[src/rtl/alu_pkg.sv]
// Shared ALU types: op encoding, data word and issue-buffer entry.
// Also holds the issue-stage state enum used by alu_issue_stage.
package alu_pkg;

  localparam int WORD_W = 8;
  localparam int REG_AW = 2;

  typedef logic [WORD_W-1:0] word;

  typedef enum logic [2:0] {
    ALU_NOP,
    ALU_ADD,
    ALU_SUB,
    ALU_AND,
    ALU_OR,
    ALU_XOR,
    ALU_SLL,
    ALU_SRL
  } e_alu_op;

  typedef enum logic [1:0] {
    EMPTY,
    ONE,
    FULL
  } e_issue_state;

  typedef struct packed {
    e_alu_op           op;
    word               a;
    word               b;
    logic [REG_AW-1:0] rs1;
    logic [REG_AW-1:0] rs2;
    logic              b_reg;
    logic [REG_AW-1:0] rd;
    logic              we;
  } issue_entry_t;

endpackage

[src/rtl/alu_issue_fwd.sv]
// Operand bypass mux: swaps in the retiring ALU result on a tag match.
// Instantiated by alu_issue_stage only when ALU_ISSUE_BYPASS_EN is set.
module alu_issue_fwd #(
  parameter int WIDTH  = 8,
  parameter int REG_AW = 2
) (
  input  logic [REG_AW-1:0] rs,
  input  logic              use_reg,
  input  logic [WIDTH-1:0]  val,
  input  logic              wb_en,
  input  logic [REG_AW-1:0] wb_rd,
  input  logic [WIDTH-1:0]  wb_data,
  output logic [WIDTH-1:0]  fwd
);

  logic hit;

  assign hit = wb_en & use_reg & (rs == wb_rd);
  assign fwd = hit ? wb_data : val;

endmodule

[src/rtl/alu_issue_stage.sv]
// ALU issue stage: 2-entry skid buffer between decode and ALU/writeback.
// Define ALU_ISSUE_BYPASS_EN to forward the retiring result into M.
module alu_issue_stage
  import alu_pkg::word;
  import alu_pkg::e_alu_op;
  import alu_pkg::e_issue_state;
  import alu_pkg::issue_entry_t;
  import alu_pkg::ALU_NOP;
  import alu_pkg::EMPTY;
  import alu_pkg::ONE;
  import alu_pkg::FULL;
#(
  parameter int WIDTH  = 8,
  parameter int REG_AW = 2
) (
  input  logic              clk,
  input  logic              rst_n,
  input  logic              flush,
  input  logic              in_valid,
  output logic              in_ready,
  input  logic [2:0]        in_op,
  input  logic [WIDTH-1:0]  in_a,
  input  logic [WIDTH-1:0]  in_b,
  input  logic [REG_AW-1:0] in_rs1,
  input  logic [REG_AW-1:0] in_rs2,
  input  logic              in_b_reg,
  input  logic [REG_AW-1:0] in_rd,
  input  logic              in_we,
  output logic [2:0]        alu_op,
  output logic [WIDTH-1:0]  alu_a,
  output logic [WIDTH-1:0]  alu_b,
  input  logic [WIDTH-1:0]  alu_result,
  output logic              out_valid,
  input  logic              out_ready,
  output logic [REG_AW-1:0] out_rd,
  output logic              out_we,
  output logic [1:0]        occupancy
);

  e_issue_state state, state_n;
  issue_entry_t m_q, s_q, in_e, src_e, m_n;
  logic ready_q, accept, retire;
  logic load_in, load_s, load_m_s;

  assign out_valid = (state != EMPTY);
  assign retire    = out_valid & out_ready;
  assign accept    = in_valid & ready_q;
  assign in_ready  = ready_q;

  always_comb begin
    in_e    = '0;
    in_e.op = e_alu_op'(in_op);
    in_e.a  = in_a;
    in_e.b  = in_b;
    in_e.rd = in_rd;
    in_e.we = in_we;
`ifdef ALU_ISSUE_BYPASS_EN
    in_e.rs1   = in_rs1;
    in_e.rs2   = in_rs2;
    in_e.b_reg = in_b_reg;
`endif
  end

  always_comb begin
    state_n  = state;
    load_in  = 1'b0;
    load_s   = 1'b0;
    load_m_s = 1'b0;
    unique case (state)
      EMPTY: begin
        if (accept) begin
          load_in = 1'b1;
          state_n = ONE;
        end
      end
      ONE: begin
        if (accept && retire) begin
          load_in = 1'b1;
        end else if (accept) begin
          load_s  = 1'b1;
          state_n = FULL;
        end else if (retire) begin
          state_n = EMPTY;
        end
      end
      FULL: begin
        if (retire) begin
          load_m_s = 1'b1;
          state_n  = ONE;
        end
      end
      default: state_n = EMPTY;
    endcase
    // flush kills everything, including a same-cycle accept
    if (flush) begin
      state_n  = EMPTY;
      load_in  = 1'b0;
      load_s   = 1'b0;
      load_m_s = 1'b0;
    end
  end

  assign src_e = load_m_s ? s_q : in_e;

`ifdef ALU_ISSUE_BYPASS_EN
  logic [WIDTH-1:0] fwd_a, fwd_b;
  logic wb_fwd;

  assign wb_fwd = retire & out_we;

  alu_issue_fwd #(.WIDTH(WIDTH), .REG_AW(REG_AW)) u_fwd_a (
    .rs      (src_e.rs1),
    .use_reg (1'b1),
    .val     (src_e.a),
    .wb_en   (wb_fwd),
    .wb_rd   (m_q.rd),
    .wb_data (alu_result),
    .fwd     (fwd_a)
  );

  alu_issue_fwd #(.WIDTH(WIDTH), .REG_AW(REG_AW)) u_fwd_b (
    .rs      (src_e.rs2),
    .use_reg (src_e.b_reg),
    .val     (src_e.b),
    .wb_en   (wb_fwd),
    .wb_rd   (m_q.rd),
    .wb_data (alu_result),
    .fwd     (fwd_b)
  );

  always_comb begin
    m_n   = src_e;
    m_n.a = fwd_a;
    m_n.b = fwd_b;
  end
`else
  logic unused_in;

  assign unused_in = ^{in_rs1, in_rs2, in_b_reg, alu_result};
  assign m_n = src_e;
`endif

  logic unused_m;

  assign unused_m = ^{m_q.rs1, m_q.rs2, m_q.b_reg};

  always_ff @(posedge clk or negedge rst_n) begin
    if (!rst_n) begin
      state   <= EMPTY;
      ready_q <= 1'b0;
      m_q     <= '0;
      s_q     <= '0;
    end else begin
      state   <= state_n;
      ready_q <= (state_n != FULL);
      if (load_in || load_m_s) m_q <= m_n;
      if (load_s) s_q <= in_e;
    end
  end

  // operands hold their last value while M is empty
  assign alu_op = out_valid ? m_q.op : ALU_NOP;
  assign alu_a  = m_q.a;
  assign alu_b  = m_q.b;
  assign out_rd = m_q.rd;
  assign out_we = out_valid & m_q.we;

  assign occupancy = (state == FULL) ? 2'd2 :
                     (state == ONE)  ? 2'd1 : 2'd0;

endmodule

[config.mk]
export PLATFORM = sky130hd
export DESIGN_NAME = alu_issue_stage
export DESIGN_NICKNAME = d
export VERILOG_FILES = /design/src/rtl/alu_pkg.sv /design/src/rtl/alu_issue_fwd.sv /design/src/rtl/alu_issue_stage.sv
export SDC_FILE = /design/constraint.sdc
export NUM_CORES = 1
export LEC_CHECK = 0
export CELL_PAD_IN_SITES_DETAIL_PLACEMENT = 1
export CELL_PAD_IN_SITES_GLOBAL_PLACEMENT = 1
export CORE_UTILIZATION = 36
export CTS_CLUSTER_DIAMETER = 60
export DETAILED_ROUTE_END_ITERATION = 12
export HOLD_SLACK_MARGIN = 0.05
export PLACE_DENSITY = 0.78
export SYNTH_ARGS = -nofsm -noshare
export SYNTH_HDL_FRONTEND = slang
export SYNTH_SLANG_ARGS = --single-unit
[constraint.sdc]
create_clock -name clk -period 1.8 [get_ports clk]
set_input_delay 0.54 -clock clk [delete_from_list [all_inputs] [get_ports clk]]
set_output_delay 0.54 -clock clk [all_outputs]
set_load 0.01 [all_outputs]
## Yosys cells after proc, flatten, opt, wreduce, memory -nomap -nowiden

Index checks and enable logic that the tools add are counted.

| word-level totals | value |
|---|---|
| register bits | 47 |
| input port bits | 40 |
| output and inout bits | 26 |

| cells by class | value |
|---|---|
| equal/unequal tests | 3 |
| muxes and demuxes | 21 |
| bitwise gates (word level) | 3 |
| reductions and logical operators | 4 |

Operators with widths:

| kind | number |
|---|---|
| 27-bit 2-to-1 mux | 1 |
| 2-bit 2-to-1 mux | 7 |
| 1-bit 2-to-1 mux | 10 |
| 2-bit case mux with 3 select lines | 1 |
| 1-bit AND | 3 |
| 3-bit 2-to-1 mux | 1 |
| 2-bit by 1-bit == test with 1-bit output (second input constant) | 1 |
| 2-bit == test (second input constant) | 1 |
| 2-bit logical NOT | 1 |
| 2-bit inequality test (second input constant) | 1 |
| 1-bit case mux with 2 select lines | 1 |
| 2-bit nonzero test | 1 |
| 1-bit logical AND | 1 |
| 1-bit logical OR | 1 |

## Longest topological paths before layout

Gate-level depths: netlist (run 1).

| depth | value |
|---|---|
| depth after elaboration | 8 |
| mapped depth | 6 |
| depth with buffers taken out | 4 |

## Worst setup path after synthesis (run 1)

No wires, ideal clock.

| path | value |
|---|---|
| path kind | input to register |
| from | input flush |
| to | register s_q[14] (netlist bit) |
| setup time | 128 ps |
| arrival time | 1456 ps |
| data required time | 1672 ps |
| slack | 217 ps |
| stages on the path | 4 |
| path buffers | 1 |
| cells stage by stage | nor2_1 nand4_2 buf_4 mux2_1 |

| on the way | value |
|---|---|
| word-level cells in the longest chain between the ends | 1 |

Ends and longest elaborated chain:

| what | RTL line | RTL |
|---|---|---|
| from (decl) | alu_issue_stage.sv:18 | `input logic flush,` |
| 1-bit 2-to-1 mux | alu_issue_stage.sv:95 | `if (flush) begin` |
| to (signal assigned) | alu_issue_stage.sv:157 | `if (load_s) s_q <= in_e;` |
| to (decl) | alu_issue_stage.sv:41 | `issue_entry_t m_q, s_q, in_e, src_e, m_n;` |

No other way between the ends.
A chain may end at the register's enable or synchronous reset.

## Worst setup path in the final report (run 1)

| path | value |
|---|---|
| from | register state[0] |
| to | output occupancy[1] |

| on the way | value |
|---|---|
| word-level cells in the longest chain between the ends | 2 |

Ends and longest elaborated chain:

| what | RTL line | RTL |
|---|---|---|
| from (decl) | alu_issue_stage.sv:40 | `e_issue_state state, state_n;` |
| from (signal assigned) | alu_issue_stage.sv:154 | `state <= state_n;` |
| 2-bit == test | alu_issue_stage.sv:168 | `assign occupancy = (state == FULL) ? 2'd2 :` |
| 2-bit 2-to-1 mux | alu_issue_stage.sv:168 |  |
| to (decl) | alu_issue_stage.sv:37 | `output logic [1:0] occupancy` |

No other way between the ends.

==> results.ini, run 1 <==
[global_routing]
grt_pass1_vias = 1598
global_route.usage.total = 0.1576
number_of_antenna_violations_at_the_first_check_in_global_routing = 0
grt_start_max_net_pins = 24
wire_length_of_the_first_global_routing_pass_um = 7652
grt.overflow.total = 0

[yosys]
synth_cell_types = 20
netlist_area_mm2 = 0.002232
postSynthRegisterBits = 47
synth_area_per_cell_um2 = 12.07
synth_fp_nets = 225
yosysWarnings = 0
yosysSeqAreaShare = 0.5269
synthCells = 185

[floorplan]
dieArea_mm2 = 0.006519
die_w_um = 80.74
fp-row-count = 28
floorplan.initialDensity = 0.3748
dieHeight_um = 80.74
floorplan.io_pins = 66
core_mm2 = 0.005956

[hold_path]
hold_path_class = input port to async pin

[placed_design]
place_hpwl_um = 3278
gp_congestion = 0.7034
io_buf_count = 52

[worst_setup_path]
critical_path.slowest_cell = dfrtp_1
worstPathMaxFanout = 2
cp.buffers_inverters = 3
worstSetupPathType = flip-flop to output port
rrSetupSlack_ps = 60
critical-path-max-stage-delay_ps = 410
startpoint_type = flip-flop
timing.critical_path.cells = buf_6 -> or2b_1 -> inv_1 -> buf_2
required_time_at_the_endpoint_of_the_critical_path_ps = 1260
worstPathArrival_ps = 1230
setup.worst_path.end_class = output port
worst_path_dominant_cell_family = flip-flops

[timing]
min_period_over_period = 0.9843
hold_ws_ps = 162.6
setup_viol = 0
worst_pin_slew_ps = 374.6
final-max-slew-violation-count = 0
grt_setup_unrepaired = true
timing.final.crit_period_ps = 1772
max_clk_rate_mhz = 564.4
max-slew-margin-rel = 0.7502
timing_hold_violations_final = 0
skew_ps = 5.470

[routing]
drc_errors = 0
drt_pass1_iterations = 2
detail_route.vias_per_cell = 4.768
total_wire_length_um = 4605
antenna_violating_nets_post_route = 0
routed_wire_length_per_instance_um = 14.67
detailroute.via_count = 1497
first_iter_violations = 32

[power_and_ir_drop]
ir_drop_mv = 0.4270
power.sequential.fraction = 0.533
leakagePower_nw = 1.296
power.combinational.fraction = 0.255
power.share.switching = 0.2594
power.density_mw_per_mm2 = 914.4
total_switching_power_mw = 0.6963
internal_power_mw = 1.988
post-layout-total-power_mw = 2.684
share_clk_of_total_power = 0.212

[clock_tree]
clk_transition_reported_paths_ps = 80
clockRootBuffer = clkbuf_8
clock_insertion_delay_worst_skew_ps = 280
clock_tree.htree_level_count = 2
tritoncts = built
cts-buffers-inserted = 5
cts.sink_count = 47
cts_hold_repair.buffers = 0
clockBufferDepth = 2

[run]
drv_cap = 0

[cells_and_area]
post_route_cells_drive_above_1_share = 0.2594
final_nets = 280
n_fill_cell = 640
area_growth_pct = 31.50
antenna-diode-count = 0

[status]
status = completed

kinds of logic (layout without fill, tap and decap cells):
family,Yosys count,count (layout),share of synthesized area
AND/OR/NAND/NOR,37,37,0.08016
flip-flops,47,47,0.5269
AO/OA/AOI/OAI,26,26,0.07456
buffers and inverters,30,84,0.1043
multiplexers,45,45,0.2141
synthesized netlist by cell type:
cell type  instances  area share
nand2_1           24       0.040
o22a_1             1      0.0039
mux2_2            21        0.11
o31a_1             1      0.0039
a41oi_4            1       0.012
nor2b_1            6       0.017
buf_4             21       0.071
inv_1              3      0.0050
o21ai_2            1      0.0039
nor2_1             3      0.0050
o21ai_0           21       0.047
buf_6              5       0.025
o21a_1             1      0.0034
mux2_1             1      0.0050
mux2i_1           23        0.10
nand4_2            1      0.0056
clkbuf_4           1      0.0034
and4bb_1           1      0.0056
dfrtp_1           47        0.53
or2b_1             2      0.0067
power by group through the flow:
stage | registers (mW) | logic, mW | clock network [mW]
CTS | 1.43 | 0.699 | 0.602
floorplan | 1.41 | 0.440 | 0
detailed placement | 1.45 | 0.680 | 0
global placement | 1.43 | 0.656 | 0
finish | 1.43 | 0.684 | 0.570
global route | 1.47 | 0.758 | 0.646
placed cells by master (no fill, tap or decap), drive strengths merged:
cell type / instances
clkdlybuf4s50: 42
mux2i: 23
clkdlybuf4s15: 1
buf: 30
inv: 3
dfrtp: 47
nor2: 3
a41oi: 1
mux2: 22
clkbuf: 6
dlygate4sd2: 1
o22a: 1
nand2: 24
nand4: 1
o21a: 1
or2b: 2
and4bb: 1
o31a: 1
nor2b: 6
dlymetal6s2s: 1
o21ai: 22
registers in the layout, indices dropped and copies added (netlist names):
| register | count |
|---|---|
| alu_a | 8 |
| alu_b | 8 |
| in_ready | 1 |
| m_q | 4 |
| out_rd | 2 |
| s_q | 22 |
| state | 2 |
worst register-to-register path: stages, from the launching register on:
cell,delay [ps]
dfrtp_1,410
buf_4,140
buf_4,150
and4bb_4,230
a41oi_4,280
buf_4,200
buf_16,120
nand2_1,50
o21ai_0,80
repair_timing:
item	in CTS	in global routing
hold endpoints to repair	0	0
gates cloned	1	0
resized for setup	30	6
pin swaps	2	1
buffers inserted	6	1
endpoints found under the setup margin	11	20
through the flow:
stage / setup slack, ps / cell area (µm²) / utilization / TNS (ps) / instances
after detailed placement: -336.2 / 2803 / 0.4706 / -10330 / 301
after CTS: -3.482 / 2934 / 0.4926 / -4.033 / 314
after global placement: -265.9 / 2803 / 0.4706 / -8930 / 301
after floorplan: 216.7 / 2232 / - / 0 / 185
after global routing: -32.05 / 2935 / 0.4929 / -32.05 / 314
final: 28.21 / 2935 / 0.4929 / 0 / 314
area by class of cell:
class | count | area [µm²] | share of cell area
timing repair buffer | 75 | 749.5 | 0.2553
tap | 75 | 93.84 | 0.03197
sequential | 47 | 1176 | 0.4007
multi-input combinational | 108 | 832.0 | 0.2835
inverter | 3 | 11.26 | 0.003836
clock buffer | 6 | 72.57 | 0.02472
worst paths after layout:
kind / cells after the start / end / start
max in group asynchronous: 2 / out_rd[1] / rst_n
hold / removal: 1 / state[0] / rst_n
setup reg to reg: 8 / m_q[0] / state[1]
min in group clk: 2 / alu_a[2] / alu_a[2]
hold reg to reg: 2 / alu_a[2] / alu_a[2]
setup / recovery: 4 / occupancy[1] / state[0]
metal layers:
metal  up-vias  GRT usage  share of wire
met5         -          0              0
met4         0    0.05000         0.0096
met3         4    0.02360          0.030
met2        25     0.2932           0.55
met1       750     0.1853           0.41
li1        718          -              -
Power figures use the tool's default switching activity.
==> inputs of run 2 (changes only) <==
==> constraint.sdc (replaced) <==
create_clock -name clk -period 1.88 [get_ports clk]
set_input_delay 0.564 -clock clk [delete_from_list [all_inputs] [get_ports clk]]
set_output_delay 0.564 -clock clk [all_outputs]
set_load 0.01 [all_outputs]
==> results.ini, run 2 (synthesis gave the netlist of run 1 again) <==
[routing]
antenna_violating_nets_post_route = 0  ; unchanged
drc_errors = 0  ; unchanged
detail_route.vias_per_cell = 4.747  ; -0.44%
drt_pass1_iterations = 3  ; +1
total_wire_length_um = 4411  ; -4.2%
first_iter_violations = 90  ; +180%
detailroute.via_count = 1462  ; -2.3%
routed_wire_length_per_instance_um = 14.32  ; -2.3%

[placed_design]
dp_slack_ps = -242.4  ; +93.80 ps
placed_cells_incl_taps = 300  ; -0.33%
gp_congestion = 0.7195  ; +2.3%
io_buf_count = 52  ; unchanged
place_hpwl_um = 3269  ; -0.26%

[floorplan]
floorplan.initialDensity = 0.3748  ; unchanged
floorplan.io_pins = 66  ; unchanged
fp-row-count = 28  ; unchanged
dieArea_mm2 = 0.006519  ; unchanged
core_mm2 = 0.005956  ; unchanged
die_w_um = 80.74  ; unchanged
dieHeight_um = 80.74  ; unchanged

[worst_setup_path]
worst_path_dominant_cell_family = buffers and inverters
cp.buffers_inverters = 1  ; -2
critical-path-max-stage-delay_ps = 550  ; +140 ps
timing.critical_path.cells = clkdlybuf4s50_1
critPathLaunch = in_ready
critical_path.slowest_cell = clkdlybuf4s50_1
worstPathArrival_ps = 1250  ; +20 ps
required_time_at_the_endpoint_of_the_critical_path_ps = 1320  ; +60 ps
setup.worst_path.end_class = output port
worstPathMaxFanout = 4  ; +2
startpoint_type = flip-flop
startpoint_of_the_most_critical_register_to_register_path = state[0]
worstSetupPathType = flip-flop to output port

[timing]
final-max-slew-violation-count = 0  ; unchanged
setup_viol = 0  ; unchanged
worst_slack_ps = 67.13  ; +38.92 ps
worst_pin_slew_ps = 373.5  ; -1.169 ps
timing.final.crit_period_ps = 1813
tns_ps = 0  ; unchanged
grt_setup_unrepaired = false
min_period_over_period = 0.9643
max-slew-margin-rel = 0.7510  ; +0.0007790
skew_ps = 7.758  ; +2.288 ps
timing_hold_violations_final = 0  ; unchanged
hold_ws_ps = 182.3  ; +19.75 ps
max_clk_rate_mhz = 551.6

[clock_tree]
clockRootBuffer = clkbuf_8
cts_hold_repair.buffers = 0  ; unchanged
clk_transition_reported_paths_ps = 80  ; about the same
tritoncts = built
clock_insertion_delay_worst_skew_ps = 290  ; about the same
clock_tree.htree_level_count = 2  ; unchanged
cts-buffers-inserted = 5  ; unchanged
clockBufferDepth = 2  ; unchanged
cts.sink_count = 47  ; unchanged

[run]
drv_cap = 0  ; unchanged

[power_and_ir_drop]
share_clk_of_total_power = 0.224  ; +0.012
power.sequential.fraction = 0.533  ; about the same
post-layout-total-power_mw = 2.571  ; -4.2%
total_switching_power_mw = 0.6784  ; -2.6%
leakagePower_nw = 1.240  ; -4.3%
power.combinational.fraction = 0.243  ; -0.012
internal_power_mw = 1.893  ; -4.8%
power.share.switching = 0.2638  ; +0.004407
power.density_mw_per_mm2 = 901.0  ; -1.5%
ir_drop_mv = 0.4016  ; -5.9%

[cells_and_area]
post_route_cells_drive_above_1_share = 0.2232  ; -0.03624
largest_reg_flops = 22  ; unchanged
antenna-diode-count = 0  ; unchanged
registers.top_by_ff_count = s_q
final_cells = 308  ; -1.9%
n_fill_cell = 670  ; +4.7%
final_common_cell = dfrtp_1
commonest_cells_after_routing_fill_and_taps_aside = 46 x dfrtp_1, 44 x clkdlybuf4s50_1, 24 x nand2_1, 23 x mux2i_1
final_nets = 272  ; -2.9%
area_growth_pct = 27.86

[global_routing]
grt_start_max_net_pins = 34  ; +42%
grt_pass1_vias = 1565  ; -2.1%
number_of_antenna_violations_at_the_first_check_in_global_routing = 0  ; unchanged
global_route.usage.total = 0.1517  ; -0.005911
grt.overflow.total = 0  ; unchanged
wire_length_of_the_first_global_routing_pass_um = 7348  ; -4.0%

[status]
status = completed

[hold_path]
hold_path_class = input port to async pin

==> run 2: cell count changes in the layout (fill, tap and decap cells not counted), sizes merged <==
cell	delta
clkdlybuf4s50	+2
clkbuf	+4
clkdlybuf4s15	+1
clkinv	+1
dlygate4sd2	+1
buf	-14
dlymetal6s2s	-1
==> run 2: routing by layer <==
metal  global-route usage  wire length [µm]  vias up
li1                     -                 -      705
met1               0.1763              1835      725
met2               0.2763              2367       26
met3              0.03034               143        6
met4              0.05357                64        0
met5                    0                 0        -
==> run 2: cell type report <==
cell class | count | area [µm²] | share of cell area
Timing Repair Buffer | 67 | 664.4 | 0.2328
Sequential cell | 47 | 1177 | 0.4125
Inverter | 3 | 11.26 | 0.003946
Multi-Input combinational cell | 108 | 825.8 | 0.2893
Clock buffer | 7 | 76.32 | 0.02674
Clock inverter | 1 | 5.005 | 0.001754
Tap cell | 75 | 93.84 | 0.03288
==> run 2: final timing paths <==
| kind | endpoint | cells past startpoint | slack, ps |
|---|---|---|---|
| setup / recovery | in_ready | 1 | 70 |
| max in group asynchronous | s_q[19] | 2 | 1210 |
| min in group clk | m_q[24] | 2 | 470 |
| hold / removal | alu_a[0] | 1 | 180 |
| setup reg to reg | alu_b[5] | 5 | 250 |
| hold reg to reg | m_q[24] | 2 | 470 |
==> run 2: worst register-to-register path: stages (launching register included) <==
cell and delay, ps:
dfrtp_1 410, buf_4 160, and4bb_2 410, buf_4 230, mux2i_1 210, o21ai_0 90
==> run 2: repair_timing <==
action,CTS,global route
pin swaps,1,1
setup endpoints to repair,8,5
resized for setup,9,9
buffers inserted,0,0
==> run 2: stage by stage <==
step,utilization,area [µm²]
after floorplan,-,2232
after global placement,0.4672,2783
after detailed placement,0.4672,2783
after CTS,0.4800,2859
after global routing,0.4792,2854
final,0.4792,2854
==> run 2: power groups by stage <==
stage | logic [mW] | clock network, mW | registers, mW
finish | 0.625 | 0.575 | 1.37
detailed placement | 0.647 | 0 | 1.39
floorplan | 0.422 | 0 | 1.35
CTS | 0.639 | 0.601 | 1.37
global route | 0.687 | 0.643 | 1.40
global placement | 0.619 | 0 | 1.37
